==> config.mk <==
export PLATFORM = sky130hd
export DESIGN_NAME = interp_sched
export DESIGN_NICKNAME = d
export VERILOG_FILES = /design/src/rtl/interp_sched.sv
export SDC_FILE = /design/constraint.sdc
export NUM_CORES = 1
export LEC_CHECK = 0
export CAP_MARGIN = 25
export CELL_PAD_IN_SITES_DETAIL_PLACEMENT = 1
export CELL_PAD_IN_SITES_GLOBAL_PLACEMENT = 1
export CORE_MARGIN = 2
export CORE_UTILIZATION = 39
export CTS_CLUSTER_DIAMETER = 60
export DETAILED_ROUTE_END_ITERATION = 10
export MAX_ROUTING_LAYER = met4
export PLACE_DENSITY = 0.93
export REMOVE_ABC_BUFFERS = 1
export SKIP_LAST_GASP = 1
export SYNTH_ARGS = -nofsm -noshare
export SYNTH_HDL_FRONTEND = slang
export SYNTH_SLANG_ARGS = --single-unit
==> constraint.sdc <==
create_clock -name clock -period 4.36 [get_ports clock]
set_input_delay 0.436 -clock clock [delete_from_list [all_inputs] [get_ports clock]]
set_output_delay 0.436 -clock clock [all_outputs]
set_load 0.1 [all_outputs]
==> src/rtl/interp_sched.sv <==
// Interpolator scheduler: prescales the master clock to the output sample rate and
// sequences the accumulate / divide / output steps of one interpolated sample.
// Optional feature: define INTERP_SCHED_TIMEOUT_EN to bound the wait for the divider
// (TIMEOUT cycles), after which the sample is emitted anyway and timeout_err is set.
// TIMEOUT must be at least 1 when the feature is enabled.
module interp_sched #(
    parameter int unsigned CLKDIV  = 256,
    parameter int unsigned TIMEOUT = 64
) (
    input  logic       clock,
    input  logic       reset,
    input  logic [3:0] nfreq_in,
    input  logic       div_done,
    output logic       en48k,
    output logic       endataout,
    output logic       endatain,
    output logic       div_start,
    output logic [3:0] nfreq_eff,
    output logic [3:0] phase,
    output logic       dout_valid,
    output logic       overrun,
    output logic       timeout_err
);

    localparam int unsigned PW = (CLKDIV > 1) ? $clog2(CLKDIV) : 1;
    localparam logic [PW-1:0] PLAST = PW'(CLKDIV - 1);
    localparam int unsigned TW = (TIMEOUT > 0) ? $clog2(TIMEOUT + 1) : 1;
    localparam logic [TW-1:0] TLAST = TW'(TIMEOUT - 1);

`ifdef INTERP_SCHED_TIMEOUT_EN
    localparam bit TIMEOUT_ON = 1'b1;
`else
    localparam bit TIMEOUT_ON = 1'b0;
`endif

    typedef enum logic [2:0] {IDLE, ACC, DIV, WAIT, OUT} state_t;

    state_t          state_q, state_d;
    logic [PW-1:0]   count_q;
    logic [TW-1:0]   wait_cnt_q;
    logic            timeout_hit;
    logic            overrun_q;
    logic            timeout_err_q;

    // Requested factor 0 makes no sense as a divisor; cap at the datapath's maximum of 10.
    function automatic logic [3:0] clamp_nfreq(input logic [3:0] n);
        if (n == 4'd0) begin
            return 4'd1;
        end else if (n > 4'd10) begin
            return 4'd10;
        end else begin
            return n;
        end
    endfunction

    // Output-rate prescaler, free running 0..CLKDIV-1.
    always_ff @(posedge clock) begin
        if (reset) begin
            count_q <= '0;
        end else if (count_q == PLAST) begin
            count_q <= '0;
        end else begin
            count_q <= count_q + 1'b1;
        end
    end

    assign en48k = (count_q == PLAST);

    // Cycles spent in WAIT; only consulted when the timeout feature is built in.
    always_ff @(posedge clock) begin
        if (reset || state_q != WAIT) begin
            wait_cnt_q <= '0;
        end else begin
            wait_cnt_q <= wait_cnt_q + 1'b1;
        end
    end

    // A real div_done on the last allowed cycle wins over the timeout.
    assign timeout_hit = TIMEOUT_ON && (state_q == WAIT) && !div_done && (wait_cnt_q == TLAST);

    // Sequence state register.
    always_ff @(posedge clock) begin
        if (reset) begin
            state_q <= IDLE;
        end else begin
            state_q <= state_d;
        end
    end

    // Next-state logic; div_done is only meaningful in WAIT.
    always_comb begin
        state_d = state_q;
        case (state_q)
            IDLE:    if (en48k) state_d = ACC;
            ACC:     state_d = DIV;
            DIV:     state_d = WAIT;
            WAIT:    if (div_done || timeout_hit) state_d = OUT;
            OUT:     state_d = IDLE;
            default: state_d = IDLE;
        endcase
    end

    assign endataout  = (state_q == ACC);
    assign div_start  = (state_q == DIV);
    assign dout_valid = (state_q == OUT);
    assign endatain   = (state_q == ACC) && (phase == 4'd0);

    // Sub-sample phase; the factor is only re-sampled on wrap so a sequence is never torn.
    always_ff @(posedge clock) begin
        if (reset) begin
            phase     <= 4'd0;
            nfreq_eff <= clamp_nfreq(nfreq_in);
        end else if (state_q == ACC) begin
            if (phase == nfreq_eff - 4'd1) begin
                phase     <= 4'd0;
                nfreq_eff <= clamp_nfreq(nfreq_in);
            end else begin
                phase <= phase + 4'd1;
            end
        end
    end

    // Sticky error flags, cleared only by reset.
    always_ff @(posedge clock) begin
        if (reset) begin
            overrun_q     <= 1'b0;
            timeout_err_q <= 1'b0;
        end else begin
            if (en48k && state_q != IDLE) overrun_q <= 1'b1;
            if (timeout_hit) timeout_err_q <= 1'b1;
        end
    end

    assign overrun     = overrun_q;
    assign timeout_err = timeout_err_q;

endmodule

Word level (Yosys, flattened, before mapping)
Cells that the tools add are included.
{"block": "totals", "register_bits": 20, "input_bits": 7, "out_inout_bits": 15, "wordCells": 37}
{"block": "classes", "n_addsub": 3, "n_lt_le_gt_ge": 1, "n_eq_ne": 8, "muxes": 9, "reduce_logical": 11}
{"op": "$mux W4", "count": 6}
{"op": "$pmux W3 S4", "count": 1}
{"op": "$add A8 B1 Y8 const B", "count": 1}
{"op": "$eq A8 B8 Y1 const B", "count": 1}
{"op": "$logic_not A4 Y1", "count": 2}
{"op": "$eq A3 B2 Y1 const B", "count": 2}
{"op": "$mux W3", "count": 2}
{"op": "$add A4 B1 Y4 const B", "count": 1}
{"op": "$eq A4 B4 Y1", "count": 1}
{"op": "$gt A4 B4 Y1 const B", "count": 1}
{"op": "$ne A2 B2 Y1 const B", "count": 2}
{"op": "$reduce_and A2 Y1", "count": 2}
{"op": "$reduce_bool A2 Y1", "count": 2}
{"op": "$sub A4 B1 Y4 const B", "count": 1}
{"op": "$eq A3 B1 Y1 const B", "count": 1}
{"op": "$eq A3 B3 Y1 const B", "count": 1}
{"op": "$logic_not A3 Y1", "count": 1}
{"op": "$reduce_bool A3 Y1", "count": 1}
{"op": "$logic_and A1 B1 Y1", "count": 2}
{"op": "$reduce_or A2 Y1", "count": 1}

Depth between registers and ports, before layout
Gate-level depths: netlist of the first run.
{"block": "logic_depth", "word_depth": 6, "mapped_depth": 6, "depth_no_buf": 6}

Worst setup path before layout of the first run
OpenSTA, ideal clock, no wires.
{"block": "synth_path", "kind": "reg-to-output", "startpoint": "register state_q[1]", "endpoint": "output dout_valid", "t_arrival_ps": 2635, "t_required_ps": 3924, "slack_ps": 1289, "path_stages_with_launch": 3, "path_buffers": 1, "cell_sequence": "dfxtp_1 > buf_2 > nor3b_1"}
{"block": "synth_via", "elab_chain_len": 1}
{"element": "start, declared", "line_no": "38", "rtl": "state_t state_q, state_d;"}
{"element": "start signal, assigned", "line_no": "86", "rtl": "state_q <= state_d;"}
{"element": "$eq A3 B3 Y1", "line_no": "105", "rtl": "assign dout_valid = (state_q == OUT);"}
{"element": "end, declared", "line_no": "20", "rtl": "output logic dout_valid,"}
No other way between the ends.

Final worst setup path of the first run
{"block": "layout_path", "startpoint": "register state_q[0]", "endpoint": "output endatain"}
{"block": "layout_via", "elab_chain_len": 2}
{"element": "$eq A3 B1 Y1", "line_no": "106", "rtl": "assign endatain = (state_q == ACC) && (phase == 4'd0);"}
{"element": "$logic_and A1 B1 Y1", "line_no": "106"}
{"element": "end, declared", "line_no": "16", "rtl": "output logic endatain,"}
No other way between the ends.

==> results of run 1 <==
## cell type report
cell class	count	area, um2
fillers	274	1060
multi-input cells	71	464
flip-flops and latches	20	440
repair buffers	20	200
clock buffers	4	36.3
well taps	28	35.0
inverters	6	22.5
## path summary, 6_finish.rpt
path / startpoint / endpoint / slack, ps / depth (start not counted)
min: count_q[0] / count_q[0] / 490 / 1
min reg2reg: count_q[0] / count_q[0] / 490 / 1
max: state_q[0] / endatain / 1400 / 3
max reg2reg: nfreq_eff[0] / nfreq_eff[1] / 2690 / 5
## state kept, by name (all words and copies together), names as in the netlist
register	flops
nfreq_eff	4
phase	4
state_q	3
overrun	1
count_q	8
## critical path, delay by kind of cell, from the launching register on
kind	cells	cell delay, ps
flip-flops	1	460
buffers and inverters	1	1120
AND/OR/NAND/NOR	2	640
## power by group
| group | switching [mW] | internal [mW] |
|---|---|---|
| registers | 0.00521 | 0.195 |
| clock network | 0.0552 | 0.0510 |
| logic | 0.0409 | 0.0194 |
| total | 0.101 | 0.265 |
## routing by layer
metal | global-route usage (%) | part of all wire, %
met5 | - | 0
met4 | 7.69 | 1.8
met3 | 2.54 | 3.4
met2 | 29.0 | 53
met1 | 19.2 | 42
## cell usage in the layout, fill, tap and decap left out, types with 2 or more instances in the layout
cell,count
xor2_1,6
nor2_1,18
inv_1,6
dfxtp_1,16
nand3_1,2
clkbuf_4,3
nand2_1,6
nor3_1,3
edfxtp_1,4
clkdlybuf4s50_1,20
xnor2_1,8
o21ai_0,4
a21oi_1,3
ha_1,4
## per-stage QoR
| step | hold WS (ps) | util, % | setup slack [ps] |
|---|---|---|---|
| floorplan | 430 | - | 1290 |
| global placement | 442 | 51.6 | 1820 |
| detailed placement | 477 | 51.6 | 1740 |
| CTS | 502 | 53.2 | 1400 |
| global route | 528 | 53.2 | 1300 |
| finish | 489 | 53.2 | 1400 |
## cells by family after synthesis
family / share of synthesized area [%]
AO/OA/AOI/OAI: 7.39
other: 0.395
flip-flops: 46.4
XOR/XNOR: 12.9
adder cells (fa/ha/maj): 5.28
buffers and inverters: 4.62
AND/OR/NAND/NOR: 23.0
==> summary.txt, run 1 <==
Run status
  • Status: completed

Placement
  • DP Area: 1160 um2
  • DP HPWL: 1.61 mm
  • Placer's final routability congestion estimate: 0.693
  • Buffers on Ports: 20
  • Dpl cells: 145

Logic synthesis
  • Most frequent cell after synthesis: nor2_1
  • Commonest register cell after synthesis: dfxtp_1
  • Synth area leaders: dfxtp_1 (34%), edfxtp_1 (13%), xnor2_1 (7.4%), nor2_1 (7.1%), xor2_1 (5.5%)
  • Post-synth EDFFs: 4
  • Flops & latches, synth: 20
  • Post-synth top cells: nor2_1 (18), dfxtp_1 (16), xnor2_1 (8)
  • Post-synth cell types: 32
  • Synth top area share: 33.8%
  • Syn_area_per_cell: 9.39 um2
  • Yosys warns: 0
  • Share of async-settable or async-resettable flops after synthesis: 0%
  • Register area share after synthesis: 46.4%
  • Synth Cell Area: 948 um2
  • Cell taking the most area after synthesis: dfxtp_1
  • Synth Instances: 101

Worst setup path
  • WP data arrival: 2520 ps
  • CP max stage delay: 1120 ps
  • CP Class: reg2out
  • Worst Path Max Fanout: 8
  • Crit. End Element: output port
  • Slowest-stage cell, CP: clkdlybuf4s50_1
  • Setup crit start kind: flop
  • Crit-path cells: nor3b_4 > and3_2 > clkdlybuf4s50_1
  • Required time worst endpoint: 3920 ps

Timing
  • Max frequency: 338 MHz
  • Minimum clock period: 2960 ps
  • Final Hold Fails: 0
  • RSZ-0062 raised after global routing: no
  • Period utilization: 67.8%
  • Final Max Slew Viols: 0
  • Final setup fails: 0
  • Clk_skew: 4.98 ps
  • Max-slew headroom: 34.3%
  • Measured slew at the worst slew-check pin: 982 ps
  • TNS Setup: 0 ps

Clocking
  • Clk_lat worst skew: 300 ps
  • Cts repair resizes: 0
  • Clock tree buffer depth: 2
  • H-tree levels: 1
  • Hold_buf cts: 0
  • Clock Sinks: 20
  • CTS buffer count: 3
  • CTS tree: yes
  • Post-CTS setup buffers: 0
  • Cell chosen for the clock root: clkbuf_4
  • Worst-path clk slew: 110 ps

Pwr
  • Max VDD drop: 0.000192 V
  • Pwr dens: 306 nW/um2
  • Leak: 0.451 nW
  • Power, Total: 366 uW

Detailed routing
  • Total number of vias: 759
  • Routed Antenna Nets: 0
  • TritonRoute pass-1 iters: 4
  • # DRC: 0
  • Routed wire length: 1.96 mm
  • WL per Instance: 13.2 um
  • Drt via density: 5.09
  • Initial drt markers: 8

Finish
  • P&R area growth vs syn: 26.4%
  • Share of cells above drive strength 1: 9.92%
  • Final Net Count: 133
  • # diodes: 0
  • Post-route cell area: 1200 um2
  • Final Non-Filler Cells: 149

Global route
  • Initial antenna violation count: 0
  • Largest net degree at the start of global routing: 12
  • Grt ovf: 0
  • Global-route wire length before repair: 3.36 mm
  • Vias in the first global route: 743
  • GRT Util Overall: 16.9%

Run
  • Max cap viols: 0

Floorplan
  • Num rows: 17
  • Die height: 53.3 um
  • Initial core utilization: 42.1%
  • Die Wd: 53.3 um
  • I/O Pins: 22
  • Core Box Area: 2250 um2
  • Die Area: 2840 um2

Hold path
  • Hold Path Class: reg2reg
Note: power is estimated with default switching activity, not from simulation.
==> run 2: changes to the inputs <==
Settings changed: CORE_UTILIZATION 39 to 36, PLACE_DENSITY 0.93 to 0.88.
Clock period 4.36 ns to 2.9 ns, I/O delays scaled along.
==> run 2 against run 1 <==
Against the previous run:
- cell count up 1.3%
- sequential share of layout area up 1.0 points
- via count decreased by 2.6%
- core utilization decreased by 6.1 points
- register-to-register slack got worse by 1500 ps
- largest power group unchanged
- highest routed layer is now met3
==> summary.txt, run 2 (same netlist as run 1, synthesis figures left out) <==
Timing
  • RSZ-0062 raised after global routing: no (unchanged)
  • Minimum clock period: 1970 ps
  • Max frequency: 507 MHz
  • Hold_ws: 485 ps (was 489 ps)
  • Final setup fails: 0 (unchanged)
  • Period utilization: 68.0%
  • Final Max Slew Viols: 0 (unchanged)
  • Clk_skew: 4.08 ps (was 4.98 ps)
  • Final Hold Fails: 0 (unchanged)

Pwr
  • Part of the power in registers: 55.1% (was 54.6%)
  • Switching Share: 27.3% (was 27.6%)
  • Clock power share: 28.3% (was 29.0%)
  • NetSw: 149 uW (was 101 uW)
  • Power, Total: 545 uW (was 366 uW)
  • Pint: 397 uW (was 265 uW)
  • Max VDD drop: 0.000248 V (was 0.000192 V)
  • Pwr dens: 468 nW/um2 (was 306 nW/um2)
  • Logic pwr share: 16.6% (was 16.5%)
  • Leak: 0.475 nW (was 0.451 nW)

Clocking
  • Clock tree buffer depth: 2 (unchanged)
  • Cell chosen for the clock root: clkbuf_4 (unchanged)
  • Worst-path clk slew: 110 ps (about the same)
  • Post-CTS setup buffers: 0 (unchanged)
  • Cts repair resizes: 0 (unchanged)
  • H-tree levels: 1 (unchanged)
  • Clk_lat worst skew: 290 ps (was 300 ps)
  • Clock Sinks: 20 (unchanged)
  • CTS buffer count: 3 (unchanged)
  • Hold_buf cts: 0 (unchanged)
  • CTS tree: yes (unchanged)

Worst setup path
  • Required time worst endpoint: 2610 ps (was 3920 ps)
  • CP Class: reg2out (unchanged)
  • Worst Path Max Fanout: 8 (unchanged)
  • Crit. End Element: output port (unchanged)
  • Setup crit start kind: flop (unchanged)
  • WP data arrival: 1680 ps (was 2520 ps)

Placement
  • Buffers on Ports: 20 (unchanged)
  • DP Area: 1130 um2 (was 1160 um2)
  • Dpl cells: 147 (was 145)
  • DP HPWL: 1.58 mm (was 1.61 mm)
  • Placer's final routability congestion estimate: 0.733 (was 0.693)

Finish
  • Layout Utilization: 47.1% (was 53.2%)
  • Biggest regs: count_q: 8 flops, nfreq_eff: 4 flops, phase: 4 flops (unchanged)
  • Max reg flops: 8 (unchanged)
  • Most common cell after layout, fill and taps aside: nor2_1 (was clkdlybuf4s50_1)
  • Most frequent cells in the layout: nor2_1 (18), dfxtp_1 (16), buf_4 (14), xnor2_1 (8) (was clkdlybuf4s50_1 (20), nor2_1 (18), dfxtp_1 (16), xnor2_1 (8))
  • Final Non-Filler Cells: 151 (was 149)
  • Final Net Count: 133 (unchanged)
  • # diodes: 0 (unchanged)
  • Post-route cell area: 1170 um2 (was 1200 um2)
  • Most flops, register: count_q (unchanged)
  • P&R area growth vs syn: 23.0% (was 26.4%)
  • Fillers: 304 (was 274)
  • Share of cells above drive strength 1: 21.5% (was 9.92%)
  • Multi-input gate area: 464 um2 (unchanged)
  • Reg area: 440 um2 (unchanged)

Global route
  • GRT Util Overall: 14.3% (was 16.9%)
  • Grt ovf: 0 (unchanged)
  • Global-route wire length before repair: 3.45 mm (was 3.36 mm)
  • Initial antenna violation count: 0 (unchanged)
  • Largest net degree at the start of global routing: 12 (unchanged)
  • Vias in the first global route: 768 (was 743)

Detailed routing
  • Drt via density: 4.89 (was 5.09)
  • # DRC: 0 (unchanged)
  • Total number of vias: 739 (was 759)
  • WL per Instance: 13.1 um (was 13.2 um)
  • Initial drt markers: 8 (unchanged)
  • Routed Antenna Nets: 0 (unchanged)
  • TritonRoute pass-1 iters: 4 (unchanged)
  • Routed wire length: 1.98 mm (was 1.96 mm)

Floorplan
  • Num rows: 18 (was 17)
  • Die Wd: 55.3 um (was 53.3 um)
  • Die Area: 3060 um2 (was 2840 um2)
  • Die height: 55.3 um (was 53.3 um)
  • Initial core utilization: 38.3% (was 42.1%)
  • Core Box Area: 2480 um2 (was 2250 um2)
  • I/O Pins: 22 (unchanged)

Run
  • Max cap viols: 0 (unchanged)

Run status
  • Status: completed (unchanged)

Hold path
  • Hold Path Class: reg2reg (unchanged)
[run 2: cell count changes in the layout (fill, tap and decap cells not counted)]
cell / previous run / this run
buf_4: 0 / 14
clkdlybuf4s50_1: 20 / 6
[run 2: final cells by class]
class	instances	area share (%)
clock buffer	4	3.11
sequential	20	37.8
inverter	6	1.93
multi-input combinational	71	39.8
tap	30	3.22
timing repair buffer	20	14.2
[run 2: worst paths after layout]
check            endpoint  slack (ps)  cells past startpoint          from
max              endatain         930                      3    state_q[0]
max reg2reg  nfreq_eff[3]        1190                      5  nfreq_eff[0]
min reg2reg       overrun         480                      2       overrun
min               overrun         480                      2       overrun
[run 2: worst max-delay path: stages, from the launching register on]
cell,delay [ps]
dfxtp_1,450
nor3b_4,410
and3_2,250
buf_4,280
[run 2: power by group through the flow]
stage / clock [mW] / combinational, mW / sequential (mW)
2_1_floorplan: 0 / 0.0317 / 0.340
3_3_place_gp: 0 / 0.0870 / 0.306
3_5_place_dp: 0 / 0.0913 / 0.307
4_1_cts: 0.160 / 0.0917 / 0.301
5_1_grt: 0.172 / 0.0969 / 0.302
6_report: 0.154 / 0.0906 / 0.300
[run 2: through the flow]
step	setup TNS, ps	setup WS [ps]
after floorplan	-21.8	-21.8
after global placement	0	1310
after detailed placement	0	1170
after CTS	0	906
after global routing	0	782
final	0	927
[run 2: per-layer routing]
metal / track usage (%) / share of wire [%] / wire length [um] / vias to the layer above
met1: 16.0 / 43 / 853 / 352
li1: - / - / - / 371
met2: 25.9 / 54 / 1060 / 16
met5: - / 0 / 0 / -
met4: 4.18 / 0 / 0 / 0
met3: 2.34 / 3.1 / 61 / 0
